<file path="src/rtl/rv32i_mc_ctrl_pkg.sv">
// Shared types for the RV32I multi-cycle controller: FSM states, opcodes,
// PC/writeback mux encodings and the decode legality helper.
package rv32i_ctrl_pkg;

  typedef enum logic [2:0] {
    ST_FETCH  = 3'd0,
    ST_DECODE = 3'd1,
    ST_EXEC   = 3'd2,
    ST_MEM    = 3'd3,
    ST_WB     = 3'd4,
    ST_TRAP   = 3'd5
  } state_e;

  localparam logic [6:0] OP_R      = 7'b0110011;
  localparam logic [6:0] OP_I      = 7'b0010011;
  localparam logic [6:0] OP_LOAD   = 7'b0000011;
  localparam logic [6:0] OP_STORE  = 7'b0100011;
  localparam logic [6:0] OP_BRANCH = 7'b1100011;
  localparam logic [6:0] OP_JAL    = 7'b1101111;
  localparam logic [6:0] OP_JALR   = 7'b1100111;
  localparam logic [6:0] OP_LUI    = 7'b0110111;
  localparam logic [6:0] OP_AUIPC  = 7'b0010111;

  localparam logic [1:0] PC_PLUS4  = 2'd0;
  localparam logic [1:0] PC_BRANCH = 2'd1;
  localparam logic [1:0] PC_JALR   = 2'd2;

  localparam logic [1:0] WB_ALU    = 2'd0;
  localparam logic [1:0] WB_LOAD   = 2'd1;
  localparam logic [1:0] WB_LINK   = 2'd2;
  localparam logic [1:0] WB_UPPER  = 2'd3;

  function automatic logic decode_legal(input logic [6:0] opcode, input logic [2:0] funct3);
    logic legal;
    case (opcode)
      OP_LOAD:  legal = (funct3 inside {3'b000, 3'b001, 3'b010, 3'b100, 3'b101});
      OP_STORE: legal = (funct3 inside {3'b000, 3'b001, 3'b010});
      OP_R, OP_I, OP_BRANCH, OP_JAL, OP_JALR, OP_LUI, OP_AUIPC: legal = 1'b1;
      default:  legal = 1'b0;
    endcase
    return legal;
  endfunction

endpackage

</file>
<file path="src/rtl/rv32i_mc_ctrl_if.sv">
// Instruction/data memory handshake bundle between the controller and memories.
interface rv32i_mc_ctrl_if;
  logic [31:0] idata;
  logic        imem_req;
  logic        imem_ready;
  logic        dmem_req;
  logic        dmem_ready;
  logic [3:0]  we;

  modport master (output imem_req, dmem_req, we, input idata, imem_ready, dmem_ready);
  modport slave  (input imem_req, dmem_req, we, output idata, imem_ready, dmem_ready);
endinterface

</file>
<file path="src/rtl/rv32i_mc_ctrl_store_mask.sv">
// Byte-enable mask and alignment check from funct3 and the low address bits;
// shared by stores (mask) and loads (alignment only).
module rv32i_store_mask (
  input  logic [2:0] funct3,
  input  logic [1:0] daddr_lo,
  output logic [3:0] we_mask,
  output logic       misaligned
);

  // access size decode: byte, halfword (signed/unsigned), word
  always_comb begin
    we_mask    = 4'b0000;
    misaligned = 1'b0;
    case (funct3)
      3'b000, 3'b100: begin
        we_mask    = 4'b0001 << daddr_lo;
        misaligned = 1'b0;
      end
      3'b001, 3'b101: begin
        we_mask    = 4'b0011 << daddr_lo;
        misaligned = daddr_lo[0];
      end
      3'b010: begin
        we_mask    = 4'b1111;
        misaligned = (daddr_lo != 2'b00);
      end
      default: begin
        we_mask    = 4'b0000;
        misaligned = 1'b0;
      end
    endcase
  end

endmodule

</file>
<file path="src/rtl/rv32i_mc_ctrl.sv">
// Multi-cycle RV32I sequencing controller: FETCH/DECODE/EXEC/MEM/WB with
// memory wait states, sticky TRAP on illegal or misaligned instructions.
module rv32i_mc_ctrl
  import rv32i_ctrl_pkg::*;
(
  input  logic                   clk,
  input  logic                   reset,
  rv32i_mc_ctrl_if.master        mem,
  input  logic [1:0]             daddr_lo,
  input  logic                   br_taken,
  output logic                   ir_we,
  output logic                   pc_we,
  output logic [1:0]             pc_sel,
  output logic [1:0]             wb_sel,
  output logic                   wer,
  output logic                   illegal,
  output logic [31:0]            instret,
  output logic [2:0]             state
);

  state_e      state_q, state_d;
  logic        illegal_q, illegal_d;
  logic [31:0] instret_q, instret_d;
  logic [6:0]  opcode_q, opcode_d;
  logic [2:0]  funct3_q, funct3_d;

  logic        imem_req_s, dmem_req_s, ir_we_s, pc_we_s, wer_s;
  logic [1:0]  pc_sel_s, wb_sel_s;
  logic [3:0]  we_s, mask_s;
  logic        misaligned_s, is_load_s, is_store_s;

  assign is_load_s  = (opcode_q == OP_LOAD);
  assign is_store_s = (opcode_q == OP_STORE);

  rv32i_store_mask u_store_mask (
    .funct3     (funct3_q),
    .daddr_lo   (daddr_lo),
    .we_mask    (mask_s),
    .misaligned (misaligned_s)
  );

  // next-state, instruction copy and per-state control outputs
  always_comb begin
    state_d    = state_q;
    opcode_d   = opcode_q;
    funct3_d   = funct3_q;
    imem_req_s = 1'b0;
    dmem_req_s = 1'b0;
    ir_we_s    = 1'b0;
    pc_we_s    = 1'b0;
    wer_s      = 1'b0;
    pc_sel_s   = PC_PLUS4;
    wb_sel_s   = WB_ALU;
    we_s       = 4'b0000;
    case (state_q)
      ST_FETCH: begin
        imem_req_s = 1'b1;
        if (mem.imem_ready) begin
          ir_we_s  = 1'b1;
          opcode_d = mem.idata[6:0];
          funct3_d = mem.idata[14:12];
          state_d  = ST_DECODE;
        end else begin
          state_d  = ST_FETCH;
        end
      end
      ST_DECODE: begin
        if (decode_legal(opcode_q, funct3_q)) begin
          state_d = ST_EXEC;
        end else begin
          state_d = ST_TRAP;
        end
      end
      ST_EXEC: begin
        if (opcode_q == OP_BRANCH) begin
          pc_we_s  = 1'b1;
          pc_sel_s = br_taken ? PC_BRANCH : PC_PLUS4;
          state_d  = ST_FETCH;
        end else if (is_load_s || is_store_s) begin
          state_d  = misaligned_s ? ST_TRAP : ST_MEM;
        end else begin
          state_d  = ST_WB;
        end
      end
      ST_MEM: begin
        dmem_req_s = 1'b1;
        we_s       = is_store_s ? mask_s : 4'b0000;
        if (!mem.dmem_ready) begin
          state_d = ST_MEM;
        end else if (is_store_s) begin
          pc_we_s = 1'b1;
          state_d = ST_FETCH;
        end else begin
          state_d = ST_WB;
        end
      end
      ST_WB: begin
        wer_s   = 1'b1;
        pc_we_s = 1'b1;
        state_d = ST_FETCH;
        case (opcode_q)
          OP_LOAD:          wb_sel_s = WB_LOAD;
          OP_JAL: begin
            wb_sel_s = WB_LINK;
            pc_sel_s = PC_BRANCH;
          end
          OP_JALR: begin
            wb_sel_s = WB_LINK;
            pc_sel_s = PC_JALR;
          end
          OP_LUI, OP_AUIPC: wb_sel_s = WB_UPPER;
          default:          wb_sel_s = WB_ALU;
        endcase
      end
      ST_TRAP: begin
        state_d = ST_TRAP;
      end
      default: begin
        state_d = ST_TRAP;
      end
    endcase
  end

  // sticky trap flag rises together with entry into TRAP
  always_comb begin
    illegal_d = illegal_q | (state_d == ST_TRAP);
    instret_d = instret_q + {31'd0, pc_we_s};
  end

  // state and counters, synchronous reset
  always_ff @(posedge clk) begin
    if (reset) begin
      state_q   <= ST_FETCH;
      illegal_q <= 1'b0;
      instret_q <= 32'd0;
      opcode_q  <= 7'd0;
      funct3_q  <= 3'd0;
    end else begin
      state_q   <= state_d;
      illegal_q <= illegal_d;
      instret_q <= instret_d;
      opcode_q  <= opcode_d;
      funct3_q  <= funct3_d;
    end
  end

  // every output is forced low while reset is held
  always_comb begin
    if (reset) begin
      mem.imem_req = 1'b0;
      mem.dmem_req = 1'b0;
      mem.we       = 4'b0000;
      ir_we        = 1'b0;
      pc_we        = 1'b0;
      pc_sel       = 2'd0;
      wb_sel       = 2'd0;
      wer          = 1'b0;
      illegal      = 1'b0;
      instret      = 32'd0;
      state        = 3'd0;
    end else begin
      mem.imem_req = imem_req_s;
      mem.dmem_req = dmem_req_s;
      mem.we       = we_s;
      ir_we        = ir_we_s;
      pc_we        = pc_we_s;
      pc_sel       = pc_sel_s;
      wb_sel       = wb_sel_s;
      wer          = wer_s;
      illegal      = illegal_q;
      instret      = instret_q;
      state        = state_q;
    end
  end

endmodule

</file>
<file path="src/flat_wrapper.sv">
// flat-port wrapper written by rule: the top's interface ports become plain ports
module rv32i_mc_ctrl_flat import rv32i_ctrl_pkg::*;
  (clk, reset, daddr_lo, br_taken, ir_we, pc_we, pc_sel, wb_sel, wer, illegal, instret, state, mem_imem_req, mem_dmem_req, mem_we, mem_idata, mem_imem_ready, mem_dmem_ready);
  rv32i_mc_ctrl_if mem_i ();
  input  logic clk;
  input  logic reset;
  input  logic [1:0] daddr_lo;
  input  logic br_taken;
  output logic ir_we;
  output logic pc_we;
  output logic [1:0] pc_sel;
  output logic [1:0] wb_sel;
  output logic wer;
  output logic illegal;
  output logic [31:0] instret;
  output logic [2:0] state;
  output wire logic [$bits(mem_i.imem_req)-1:0] mem_imem_req;
  output wire logic [$bits(mem_i.dmem_req)-1:0] mem_dmem_req;
  output wire logic [$bits(mem_i.we)-1:0] mem_we;
  input wire logic [$bits(mem_i.idata)-1:0] mem_idata;
  input wire logic [$bits(mem_i.imem_ready)-1:0] mem_imem_ready;
  input wire logic [$bits(mem_i.dmem_ready)-1:0] mem_dmem_ready;
  assign mem_imem_req = mem_i.imem_req;
  assign mem_dmem_req = mem_i.dmem_req;
  assign mem_we = mem_i.we;
  assign mem_i.idata = mem_idata;
  assign mem_i.imem_ready = mem_imem_ready;
  assign mem_i.dmem_ready = mem_dmem_ready;
  rv32i_mc_ctrl u_core (.clk(clk), .reset(reset), .mem(mem_i), .daddr_lo(daddr_lo), .br_taken(br_taken), .ir_we(ir_we), .pc_we(pc_we), .pc_sel(pc_sel), .wb_sel(wb_sel), .wer(wer), .illegal(illegal), .instret(instret), .state(state));
endmodule
</file>
<file path="config.mk">
export PLATFORM = sky130hd
export DESIGN_NAME = rv32i_mc_ctrl_flat
export DESIGN_NICKNAME = d
export VERILOG_FILES = /design/src/rtl/rv32i_mc_ctrl_pkg.sv /design/src/rtl/rv32i_mc_ctrl_if.sv /design/src/rtl/rv32i_mc_ctrl_store_mask.sv /design/src/rtl/rv32i_mc_ctrl.sv /design/src/flat_wrapper.sv
export SDC_FILE = /design/constraint.sdc
export NUM_CORES = 1
export LEC_CHECK = 0
export CAP_MARGIN = 20
export CORE_ASPECT_RATIO = 0.9
export CORE_MARGIN = 8
export CORE_UTILIZATION = 42
export CTS_CLUSTER_SIZE = 25
export DETAILED_ROUTE_END_ITERATION = 8
export GPL_ROUTABILITY_DRIVEN = 0
export PLACE_DENSITY = 0.86
export SYNTH_ARGS = -nofsm -noshare
export SYNTH_HDL_FRONTEND = slang
export SYNTH_SLANG_ARGS = --single-unit
export TNS_END_PERCENT = 20
</file>
<file path="constraint.sdc">
create_clock -name clk -period 2.4 [get_ports clk]
set_input_delay 0.48 -clock clk [delete_from_list [all_inputs] [get_ports clk]]
set_output_delay 0.48 -clock clk [all_outputs]
set_load 0.005 [all_outputs]
</file>
Yosys cells after proc, flatten, opt, wreduce, memory -nomap -nowiden
Index checks and enable logic that the tools add are counted.
Word-level totals
  register bits after elaboration: 46
  bits of input ports: 39
  output and inout port bits: 49
  word-level logic and storage cells: 79
Operators by class
  add/subtract/negate cells: 1
  equal/unequal tests: 18
  shifts and indexed selects: 2
  muxes and demuxes: 40
  bitwise gates (word level): 1
  reductions and logical operators: 12
Operators by type and width (count)
  $add 32x1->32: 1
  $mux 32: 1
  $eq 7x6->1 const B: 3
  $eq 7x7->1 const B: 3
  $mux 3: 7
  $mux 1: 17
  $pmux 3 s5: 1
  $eq 7x5->1 const B: 2
  $eq 3x3->1 const B: 4
  $mux 4: 3
  $pmux 4 s3: 1
  $eq 3x2->1 const B: 3
  $mux 2: 4
  $pmux 2 s2: 2
  $reduce_or 2->1: 4
  $eq 7x2->1 const B: 1
  $reduce_or 7->1: 1
  $eq 3x1->1 const B: 2
  $logic_not 3->1: 2
  $pmux 1 s3: 2
  $pmux 2 s3: 1
  $reduce_bool 5->1: 1
  $shl 1x2->4 const A: 1
  $shl 2x2->4 const A: 1
  other kinds (6): 6

Depth between registers and ports, before layout
  word-level depth: 9
  gate-level depth with buffers: 13
  gate-level depth less buffers: 10

By module
A second synthesis with hierarchy kept.
Unflattened totals
  cells, all modules: 334
  area, all modules: 2598.7 sq um
By module, submodules not included
  rv32i_mc_ctrl: times used 1, cells an instance 321, area an instance 2511.2 sq um, seq. area each 920.9 sq um
  rv32i_store_mask: times used 1, cells an instance 13, area an instance 87.6 sq um, seq. area each 0.0 sq um

Least setup slack after synthesis
Ideal clock, no wire load.
  path type: register to register
  from: register u_core.opcode_q[2]
  to: register u_core.instret_q[24]
  setup time: 0.128 ns
  data arrival time: 2.314 ns
  data required time: 2.272 ns
  setup slack: -0.041 ns
  cell stages (with the launch flop): 13
  buffers on the path: 3
  cell sequence: dfxtp_1 buf_6 nor4_1 nand4_1 o21ai_0 ha_1 ha_1 buf_2 nand4_1 buf_2 nor3b_1 xnor2_1 nor2_1
Between the ends
  word-level cells in the longest chain between the ends: 5
Ends and longest elaborated chain
  start, declared: RTL line rv32i_mc_ctrl.sv:24  | logic [6:0] opcode_q, opcode_d;
  start signal, assigned: RTL line rv32i_mc_ctrl.sv:142  | opcode_q <= opcode_d;
  $eq 7x6->1: RTL line rv32i_mc_ctrl.sv:33  | assign is_store_s = (opcode_q == OP_STORE);
  $mux 1: RTL line rv32i_mc_ctrl.sv:90  | end else if (is_store_s) begin
  $mux 1: RTL line rv32i_mc_ctrl.sv:88  | if (!mem.dmem_ready) begin
  $pmux 1 s3 (*): RTL line rv32i_mc_ctrl.sv:55  | case (state_q)
  $add 32x1->32 (*): RTL line rv32i_mc_ctrl.sv:127  | instret_d = instret_q + {31'd0, pc_we_s};
  end signal, assigned: RTL line rv32i_mc_ctrl.sv:141  | instret_q <= instret_d;
  end, declared: RTL line rv32i_mc_ctrl.sv:23  | logic [31:0] instret_q, instret_d;
Mark *: on every way between the ends. The rest lies on a longest branch, timed or not.
A chain may end at the register's enable or synchronous reset.

Final worst setup path
  from: register u_core.opcode_q[2]
  to: output port pc_sel[0]
Between the ends
  word-level cells in the longest chain between the ends: 4
Ends and longest elaborated chain
  $eq 7x7->1 (on tied branches): RTL line rv32i_mc_ctrl.sv:101, rv32i_mc_ctrl.sv:75
  $pmux 2 s2 or $mux 2 (tied branches): RTL line rv32i_mc_ctrl.sv:101, rv32i_mc_ctrl.sv:75
  $pmux 2 s2 (*): RTL line rv32i_mc_ctrl.sv:55
  $mux 2 (*): RTL line rv32i_mc_ctrl.sv:149  | if (reset) begin
  end, declared: RTL line flat_wrapper.sv:11  | output logic [1:0] pc_sel;
Marks and branches as above.

==> metrics.md <==
| Metric | Value |
|---|---|
| CORE AREA | `6110 µm²` |
| Post-Route WL | `7030 µm` |
| Setup crit start | `u_core.opcode_q[2]` |
| Inserted Diodes | `0` |
| Design Area, Final | `3710 µm²` |
| Post-route setup TNS | `-40.7 ps` |
| CP endpoint | `pc_sel[0]` |
| PD cells | `434 nW/µm²` |
| Area after DPL | `3480 µm²` |
| Worst Path Arrival | `1960 ps` |
| Leakage power | `1.33 nW` |
| Clock-pin slew on the worst setup and hold paths | `90 ps` |
| Critical Path RT | `1920 ps` |
| Async set or reset register ratio after synthesis | `0` |
| Hold/Removal Path Class | `flip-flop to flip-flop` |
| Post-route setup slack | `-40.7 ps` |
| Most common cell in the netlist | `dfxtp_1` |
| Share of layout cells above drive strength 1 | `0.171` |
| Syn avg cell area | `7.89 µm²` |
| Post-DR vias/cell | `5.19` |
| R2r setup slk | `130 ps` |
| Nets@finish | `455` |
| Design Power | `1.61 mW` |
| H-tree level count | `2` |
| Clock Sinks | `46` |
| Synth Flop Type | `dfxtp_1` |
| Finished Layout Cells | `502` |
| Placed insts | `493` |
| Clock Latency Late Sink | `290 ps` |
| Fin Hold WS | `476 ps` |
| Max clock buf depth | `2` |
| Endpoints failing setup | `1` |
| Synth warn | `0` |
| CTS tree | `yes` |
| Initial antenna violation count | `0` |
| Top cells by area, synth | `dfxtp_1, nor2b_1, nor2_1` |
| Fill cells | `531` |
| Max Clk Rate | `410 MHz` |
| Io pins | `88` |
| EDFF count, synth | `0` |
| Core Util, Final | `0.608` |
| Largest net degree at the start of global routing | `37` |
| Dpl ws | `-515 ps` |
| Cell area after synthesis | `2650 µm²` |
| Syn nets | `377` |
| P&R area growth vs syn | `40.2%` |
| TritonCTS Buffers | `5` |
| Period utilization | `1.02` |
| Post-DP HPWL | `5130 µm` |
| Commonest cells in the netlist | `dfxtp_1, nor2_1, nand2_1` |
| Cell Rows | `27` |
| Worst-path maximum fanout | `2` |
| Die Y | `91.4 µm` |
| Count of pins over their slew limit | `0` |
| Worst vdd ir | `0.000362 V` |
| Top cell type by total area after synthesis | `dfxtp_1` |
| Cell count after synthesis | `336` |
| Via count | `2604` |
| DRT iter0 DRCs | `102` |
| Crit. End Element | `primary output` |
| Residual DRC count | `0` |
| CP Launch Type | `flip-flop` |
| Synth Register Bits | `46` |
| Die area | `9110 µm²` |
| Buffers added on ports | `65` |
| Status | `complete, but fails checks` |
| Post-Route Skew | `10.0 ps` |
| CTS Root Cell | `clkbuf_8` |
| Fin crit period | `2440 ps` |
| Post-synthesis sequential area ratio | `0.347` |
| RSZ-0062 raised after global routing | `yes` |
| Worst R2R Start | `u_core.opcode_q[2]` |
| Maxcap violations | `0` |
| Initial Util | `0.433` |
| Reg2Reg Depth | `10` |
| Top cell type's share of synthesized area | `0.347` |
| Tightest Pin Transition | `817 ps` |
| Rel. slew slack | `0.454` |
| Failing checks | `setup timing` |
| Vias in the first global route | `2491` |
| Routed wire per std cell | `14.0 µm` |
| Final ANT Viol Nets | `0` |
| Setup CP Type | `flip-flop to primary output` |
| Unique masters post-synth | `50` |
| Final Hold Fails | `0` |
| First-pass GRT wire length | `11400 µm` |
| Width of the die | `99.7 µm` |
| R2R Path End | `u_core.instret_q[19]` |
| Remaining Overflow, GRT | `0` |
| Total track usage | `0.149` |
| Detailed Routing Iterations Pass 1 | `4` |
-- where the power goes --
group	switching, mW	total [mW]	leakage (nW)	internal [mW]
Sequential	0.0194	0.803	0.374	0.784
Combinational	0.119	0.233	0.906	0.114
Clock	0.264	0.575	0.0514	0.311
-- cell type report --
class	count	area, µm²	share of cell area
multi-input combinational	259	1690	0.454
tap	87	109	0.0293
timing repair buffer	95	860	0.231
sequential	46	925	0.249
clock inverter	2	37.5	0.0101
inverter	7	26.3	0.00707
clock buffer	6	72.6	0.0195
-- metal layers --
layer	wire length [µm]	vias to the layer above	GRT usage
li1	-	1301	-
met1	3050	1225	0.169
met2	3520	63	0.263
met3	319	15	0.0290
met4	153	0	0.0642
met5	0	-	0
-- sequential cells by signal, indices dropped and copies added, names as in the netlist --
signal            flops
u_core.instret_q     32
u_core.state_q        3
u_core.funct3_q       3
u_core.illegal_q      1
u_core.opcode_q       7
-- placed cells by master, fill, tap and decap left out, types with 8 or more instances in the layout --
| cell type | count |
|---|---|
| clkdlybuf4s50_1 | 54 |
| nor2_1 | 43 |
| dfxtp_1 | 43 |
| nand2_1 | 37 |
| nor2b_1 | 35 |
| buf_4 | 28 |
| a21oi_1 | 19 |
| xnor2_1 | 17 |
| nand3_1 | 12 |
| xor2_1 | 10 |
| nand4_1 | 8 |
-- cell families after synthesis --
| logic type | Yosys count | share of synthesized area |
|---|---|---|
| flops | 46 | 0.347 |
| mux | 1 | 0.00378 |
| xor+xnor | 27 | 0.0892 |
| compound gates | 43 | 0.103 |
| simple gates | 186 | 0.380 |
| fa+ha+maj | 2 | 0.00944 |
| buf+inv | 31 | 0.0670 |
-- worst min path at each step --
stage	startpoint	end	slack, ps	cells after the start
CTS	u_core.opcode_q[0]	u_core.opcode_q[0]	490	2
global placement	u_core.opcode_q[0]	u_core.opcode_q[0]	460	2
detailed placement	u_core.opcode_q[0]	u_core.opcode_q[0]	470	2
floorplan	u_core.opcode_q[1]	u_core.opcode_q[1]	440	2
global route	u_core.opcode_q[0]	u_core.opcode_q[0]	510	2
finish	u_core.opcode_q[0]	u_core.opcode_q[0]	480	2
-- worst max-delay path, cell delays in order, from the launching register on --
cell and delay (ps):
dfxtp_2 330, or4_4 550, nor2_4 130, nand4_1 140, a2111oi_4 340, buf_2 180
-- timing repair --
| item | CTS | global route |
|---|---|---|
| gates resized for setup | 22 | 23 |
| hold buffers | 0 | 0 |
| setup buffers | 0 | 1 |
| endpoints found under the setup margin | 31 | 23 |
| cloned | 0 | 0 |
| pin swaps | 3 | 1 |
No activity file was read; power rests on OpenSTA's default activity.
